### src/rtl/bfp_pkg.sv
// Shared definitions for the block-floating-point datapath: default widths,
// encoder state encoding and the leading-one helper.
package bfp_pkg;

   localparam int DEF_IN_WIDTH      = 16;
   localparam int DEF_FRACTION_SIZE = 11;
   localparam int DEF_EXP_SIZE      = 5;
   localparam int DEF_BLOCK_SIZE    = 8;
   localparam int EXP_MAX           = DEF_IN_WIDTH - DEF_FRACTION_SIZE;

   typedef enum logic [1:0] {
      FILL  = 2'd0,
      CALC  = 2'd1,
      DRAIN = 2'd2
   } bfp_state_t;

   // Index of the highest set bit, -1 when no bit is set.
   function automatic int msb_index(input logic [31:0] acc);
      int idx;
      idx = -1;
      for (int i = 0; i < 32; i++) begin
         if (acc[i]) idx = i;
      end
      return idx;
   endfunction

endpackage

### src/rtl/bfp_leading_one.sv
// Combinational priority encoder: position of the most significant set bit
// of a magnitude word, plus an all-zero flag. Supports W up to 31.
module bfp_leading_one
   import bfp_pkg::*;
#(
   parameter int W  = 16,
   parameter int PW = $clog2(W) + 2
) (
   input  logic [W-1:0]          acc,
   output logic signed [PW-1:0]  p,
   output logic                  zero
);

   always_comb begin
      p    = PW'(msb_index(32'(acc)));
      zero = (acc == '0);
   end

endmodule

### src/rtl/bfp_block_encoder.sv
// Buffers one block of signed samples, derives a shared exponent from the
// OR of their one's-complement magnitudes, then drains the scaled fractions.
module bfp_block_encoder
   import bfp_pkg::*;
#(
   parameter int InWidth      = DEF_IN_WIDTH,
   parameter int FractionSize = DEF_FRACTION_SIZE,
   parameter int ExpSize      = DEF_EXP_SIZE,
   parameter int BlockSize    = DEF_BLOCK_SIZE
) (
   input  logic                     clk,
   input  logic                     rst,
   input  logic [InWidth-1:0]       in_data,
   input  logic                     in_valid,
   output logic                     in_ready,
   output logic [FractionSize-1:0]  out_fraction,
   output logic [ExpSize-1:0]       out_exp,
   output logic                     out_valid,
   input  logic                     out_ready,
   output logic                     out_last
);

   localparam int CW = $clog2(BlockSize);
   localparam int PW = $clog2(InWidth) + 2;
   localparam logic [CW-1:0] LAST = CW'(BlockSize - 1);

   bfp_state_t state, state_nxt;

   logic [CW-1:0]              cnt, cnt_nxt, cnt_inc;
   logic [InWidth-1:0]         acc, acc_nxt, mag;
   logic signed [InWidth-1:0]  buffer [BlockSize];
   logic signed [PW-1:0]       lo_p;
   logic                       lo_zero;
   int                         need;
   logic [ExpSize-1:0]         exp_calc;
   logic                       in_xfer, out_xfer;

   logic                       in_ready_nxt, out_valid_nxt, out_last_nxt;
   logic [FractionSize-1:0]    out_fraction_nxt;
   logic [ExpSize-1:0]         out_exp_nxt;

   // Arithmetic shift then keep the low FractionSize bits; the exponent
   // choice guarantees the discarded upper bits are pure sign extension.
   function automatic logic [FractionSize-1:0] frac_shift(
      input logic signed [InWidth-1:0] s,
      input logic [ExpSize-1:0]        e
   );
      return FractionSize'(s >>> e);
   endfunction

   bfp_leading_one #(.W(InWidth), .PW(PW)) u_leading_one (
      .acc  (acc),
      .p    (lo_p),
      .zero (lo_zero)
   );

   assign in_xfer  = in_valid & in_ready & (state == FILL);
   assign out_xfer = out_valid & out_ready;
   assign mag      = in_data ^ {InWidth{in_data[InWidth-1]}};
   assign cnt_inc  = cnt + CW'(1);

   // Sign bit plus magnitude bits must fit the fraction; the excess is the exponent.
   always_comb begin
      need     = int'(lo_p) + 2;
      exp_calc = '0;
      if (!lo_zero && need > FractionSize) exp_calc = ExpSize'(need - FractionSize);
   end

   always_ff @(posedge clk) begin
      if (rst) state <= FILL;
      else     state <= state_nxt;
   end

   always_comb begin
      state_nxt = state;
      case (state)
         FILL:    if (in_xfer && cnt == LAST)  state_nxt = CALC;
         CALC:                                 state_nxt = DRAIN;
         DRAIN:   if (out_xfer && cnt == LAST) state_nxt = FILL;
         default:                              state_nxt = FILL;
      endcase
   end

   always_comb begin
      cnt_nxt          = cnt;
      acc_nxt          = acc;
      out_valid_nxt    = out_valid;
      out_last_nxt     = out_last;
      out_fraction_nxt = out_fraction;
      out_exp_nxt      = out_exp;
      case (state)
         FILL: begin
            if (in_xfer) begin
               acc_nxt = acc | mag;
               cnt_nxt = (cnt == LAST) ? '0 : cnt_inc;
            end
         end
         CALC: begin
            cnt_nxt          = '0;
            out_exp_nxt      = exp_calc;
            out_fraction_nxt = frac_shift(buffer[0], exp_calc);
            out_valid_nxt    = 1'b1;
            out_last_nxt     = 1'b0;
         end
         DRAIN: begin
            if (out_xfer) begin
               if (cnt == LAST) begin
                  cnt_nxt          = '0;
                  acc_nxt          = '0;
                  out_valid_nxt    = 1'b0;
                  out_last_nxt     = 1'b0;
                  out_fraction_nxt = '0;
                  out_exp_nxt      = '0;
               end else begin
                  cnt_nxt          = cnt_inc;
                  out_fraction_nxt = frac_shift(buffer[cnt_inc], out_exp);
                  out_last_nxt     = (cnt_inc == LAST);
               end
            end
         end
         default: ;
      endcase
      in_ready_nxt = (state_nxt == FILL);
   end

   always_ff @(posedge clk) begin
      if (rst) begin
         cnt          <= '0;
         acc          <= '0;
         in_ready     <= 1'b1;
         out_valid    <= 1'b0;
         out_last     <= 1'b0;
         out_fraction <= '0;
         out_exp      <= '0;
      end else begin
         cnt          <= cnt_nxt;
         acc          <= acc_nxt;
         in_ready     <= in_ready_nxt;
         out_valid    <= out_valid_nxt;
         out_last     <= out_last_nxt;
         out_fraction <= out_fraction_nxt;
         out_exp      <= out_exp_nxt;
      end
   end

   // Sample storage carries no reset; cnt decides which entries are live.
   always_ff @(posedge clk) begin
      if (in_xfer) buffer[cnt] <= $signed(in_data);
   end

endmodule
### config.mk
export PLATFORM = sky130hd
export DESIGN_NAME = bfp_block_encoder
export DESIGN_NICKNAME = d
export VERILOG_FILES = /design/src/rtl/bfp_pkg.sv /design/src/rtl/bfp_leading_one.sv /design/src/rtl/bfp_block_encoder.sv
export SDC_FILE = /design/constraint.sdc
export NUM_CORES = 1
export LEC_CHECK = 0
export ABC_AREA = 1
export BUFFER_PORTS_ARGS = -buffer_cell sky130_fd_sc_hd__buf_2
export CORE_MARGIN = 2
export CORE_UTILIZATION = 55
export CTS_CLUSTER_SIZE = 24
export DETAILED_ROUTE_END_ITERATION = 10
export PLACE_DENSITY = 0.84
export SETUP_SLACK_MARGIN = 0.4
export SLEW_MARGIN = 10
export SYNTH_ARGS = -nofsm -noshare
export SYNTH_HDL_FRONTEND = slang
export SYNTH_SLANG_ARGS = --single-unit
export TNS_END_PERCENT = 30
### constraint.sdc
create_clock -name clk -period 4.2 [get_ports clk]
set_clock_uncertainty 0.05 [all_clocks]
set_input_delay 0.21 -clock clk [delete_from_list [all_inputs] [get_ports clk]]
set_output_delay 0.21 -clock clk [all_outputs]
set_load 0.01 [all_outputs]
==> qor.txt <==
==============================================================================
Outcome                                                           finished, final reports clean
Ratio of cells with drive above 1 in the final layout                    11.8%
Capturing element type of the critical path                          flip-flop
Combinational power share                                                27.3%
Final setup violation count                                                  0
Post-DR wirelength/cell                                                18.4 um
DRC                                                                          0
Clock insertion delay at the later pin of the skew report              0.42 ns
Maximum number of pins on one net before global-route repair                71
Switching fraction of total power                                        33.8%
Most frequent cells in the layout                                 182 x nand2_1, 128 x edfxtp_1, 102 x o21ai_0
Starting density of the core                                             56.6%
Synthesized-area fraction occupied by ao, oa, aoi and oai cells          14.8%
Length of the first detailed-routing pass in iterations                      5
ANT cells                                                                    0
Normalized max-slew margin                                               14.8%
Delay of the slowest cell on the worst path                            0.31 ns
Maxcap violations                                                            0
Number of flops mapped to enable cells by yosys                            128
Top-level I/O count                                                         39
Number of rows in the core area                                             44
Relative contribution of the clock network to total power                33.2%
Clock tree from TritonCTS                                                built
Hold Path Depth                                                              2
Cell repeated most along the worst path                                nand2_1
Post-DP HPWL                                                          14000 um
Post-Synthesis Net Count                                                   942
GPL Wtd Cong                                                             0.897
Via density                                                               5.93
Maximum clock insertion buffer count                                         2
Max-slew violation count                                                     0
Post-route antenna net violation count                                       0
Commonest non-fill, non-tap cell in the layout                         nand2_1
Largest driver fanout on the critical path                                  21
Xor/xnor share of the synthesized area                                   1.80%
Internal power component                                             0.00312 W
Type of the tightest min-delay check                                    in2reg
Arrival time at the worst endpoint                                     3.65 ns
Post-synth top flop                                                   edfxtp_1
CTS HTree Levels                                                             4
Vias in the first global route                                            6408
Area fraction in and, or, nand and nor cells after synthesis             19.8%
Adder-cell area share of the yosys netlist                              0.908%
Width of the die                                                        127 um
Syn. warnings                                                                0
Critical Path Source Type                                            flip-flop
Required time at the endpoint of the critical path                     4.46 ns
1st-iter DRT viols                                                         772
Initial antenna violation count                                              0
Power density over the cells                                       514 nW/um^2
Family with the most delay on the worst path                      simple AND/OR/NAND/NOR gates
Hold path startpoint                                                       rst
Synth Area per Inst                                                 9.02 sq um
Tightest Pin Transition                                                1.27 ns
Register area share after synthesis                                      56.0%
Netlist area before placement                                       8260 sq um
Sw Pwr                                                               0.00159 W
Number of buffers created by CTS                                            17
Dominant combinational cell family by area after synthesis        simple AND/OR/NAND/NOR gates
Startpoint of the lowest-slack register-to-register path          acc[1]$_SDFFE_PP0P_
Core outline area                                                  14600 sq um
CTS Sinks                                                                  167
Overflow left after global routing                                           0
Min Tclk post-route                                                    3.39 ns
Via count of the routed design                                            6736
Gr usage total                                                           26.7%
Post-synthesis async set-or-reset flop share                                0%
Yosys cell types                                                            43
Final period util                                                        80.8%
Synthesized instance count                                                 916
Crit Path Category                                                     reg2reg
Master cell of the clock root buffer                                 clkbuf_16
Critical path buffers and inverters                                          5
Sequential Power Share                                                   39.5%
Port buffer count                                                           38
Wire length of the first global-routing pass                          33000 um
Final hold slack                                                     0.0492 ns
Area of the die                                                    16000 sq um
Synthesis-to-finish area growth                                          11.1%
Highest Clock Rate                                                   0.295 GHz
Timing startpoint of the critical path                            acc[1]$_SDFFE_PP0P_
CTS clock-pin slew for the worst setup and hold paths                  0.07 ns
Worst VDD drop                                                          413 uV
FF-to-FF setup slack                                                   0.81 ns
CP max stage cell                                                      dfxtp_1
Worst r2r dst                                                     out_fraction[2]$_SDFFE_PP0P_
Endpoint of the worst hold-timing path                            out_exp[4]$_SDFFE_PP0P_
Multiplexer share of the synthesized area                               0.242%
Final wirelength                                                      20900 um
Nets                                                                       965
Setup_tns                                                                 0 ns
Logic depth of the worst register-to-register path                          32
RSZ-0062 raised after global routing                                        no
Final Hold Viols                                                             0
Vertical die dimension                                                  127 um
FF+latch count, synth                                                      167
Reported leakage power                                                 3.67 nW
==============================================================================
## flip-flops by register name, summed over array words and instances (netlist names)
| signal | count |
|---|---|
| out_exp | 5 |
| state | 2 |
| buffer | 128 |
| acc | 15 |
| out_last | 1 |
| in_ready | 1 |
| out_valid | 1 |
| cnt | 3 |
| out_fraction | 11 |
## power groups by stage
stage	logic [W]	registers [W]	clock network, W
finish	0.00129	0.00186	0.00156
global route	0.00143	0.00187	0.00164
CTS	0.00126	0.00186	0.00157
detailed placement	0.00125	0.00190	0
global placement	0.00123	0.00190	0
floorplan	0.000997	0.00189	0
## worst reg2reg max path, delay by kind of cell (launching register included)
kind	cells	cell delay [ns]
AND/OR/NAND/NOR	24	1.84
adder cells (fa/ha/maj)	1	0.21
buffers and inverters	5	0.64
flip-flops	1	0.31
AO/OA/AOI/OAI	2	0.23
## through the flow
stage / util, % / instances / power (W) / setup slack (ns) / cell area [sq um]
final: 62.9 / 1136 / 0.00471 / 0.807 / 9180
after global routing: 62.9 / 1136 / 0.00494 / 0.418 / 9180
after CTS: 62.8 / 1136 / 0.00469 / 0.686 / 9160
after detailed placement: 58.7 / 1104 / 0.00314 / 0.725 / 8570
after global placement: 58.7 / 1104 / 0.00313 / 0.834 / 8570
after floorplan: - / 916 / 0.00288 / 1.12 / 8260
## layout make-up
type / instances / area, sq um
clock buffer: 19 / 433
clock inverter: 13 / 165
fill: 1180 / 5410
inverter: 77 / 292
multi-input combinational: 624 / 3140
sequential: 167 / 4630
tap: 184 / 230
timing repair buffer: 52 / 295
## Yosys cell counts (2+ instances only)
| cell type | n | area, sq um |
|---|---|---|
| mux2i_1 | 2 | 20.0 |
| o32ai_1 | 4 | 35.0 |
| dfxtp_1 | 39 | 781 |
| o211ai_1 | 6 | 45.0 |
| nor2_1 | 96 | 360 |
| nand3_1 | 80 | 400 |
| inv_1 | 70 | 263 |
| o2111ai_1 | 2 | 17.5 |
| nand3_2 | 5 | 50.1 |
| nor3_1 | 7 | 35.0 |
| buf_12 | 2 | 40.0 |
| buf_1 | 2 | 7.51 |
| o21ai_0 | 102 | 510 |
| xor2_1 | 16 | 140 |
| edfxtp_1 | 128 | 3840 |
| clkbuf_1 | 27 | 101 |
| nand2_4 | 4 | 45.0 |
| o22ai_1 | 25 | 156 |
| a21oi_1 | 37 | 185 |
| ha_1 | 6 | 75.1 |
| buf_4 | 2 | 15.0 |
| o21ai_1 | 10 | 50.1 |
| a211oi_1 | 3 | 22.5 |
| o221ai_1 | 4 | 35.0 |
| a31oi_1 | 16 | 100 |
| a21oi_2 | 4 | 35.0 |
| nand2_1 | 182 | 683 |
| inv_2 | 7 | 26.3 |
| buf_2 | 14 | 70.1 |
## per-layer routing
layer	GRT usage (%)	wire [um]	share of wire [%]	vias to the layer above
met2	43.5	9870	47	338
met1	36.4	8680	42	3118
met4	9.95	627	3.0	0
met5	0	0	0	-
met3	4.13	1680	8.1	49
li1	-	-	-	3231
## kinds of logic after synthesis
kind of cell / count (synthesis)
simple gates: 382
compound gates: 217
fa+ha+maj: 6
flops: 167
mux: 2
xor+xnor: 17
buf+inv: 125
## timing repair
item,4_1_cts,5_1_grt
hold buffers,0,0
resized for setup,0,3
setup endpoints to repair,0,11
buffers inserted,0,0
## worst max-delay path by stage
stage	endpoint	slack, ns	depth (start not counted)
floorplan	out_fraction[2]$_SDFFE_PP0P_	1.12	32
global placement	out_fraction[3]$_SDFFE_PP0P_	0.83	32
detailed placement	out_fraction[2]$_SDFFE_PP0P_	0.73	32
CTS	out_fraction[2]$_SDFFE_PP0P_	0.69	32
global route	out_fraction[4]$_SDFFE_PP0P_	0.42	33
finish	out_fraction[2]$_SDFFE_PP0P_	0.81	32
No activity file was read; power rests on OpenSTA's default activity.
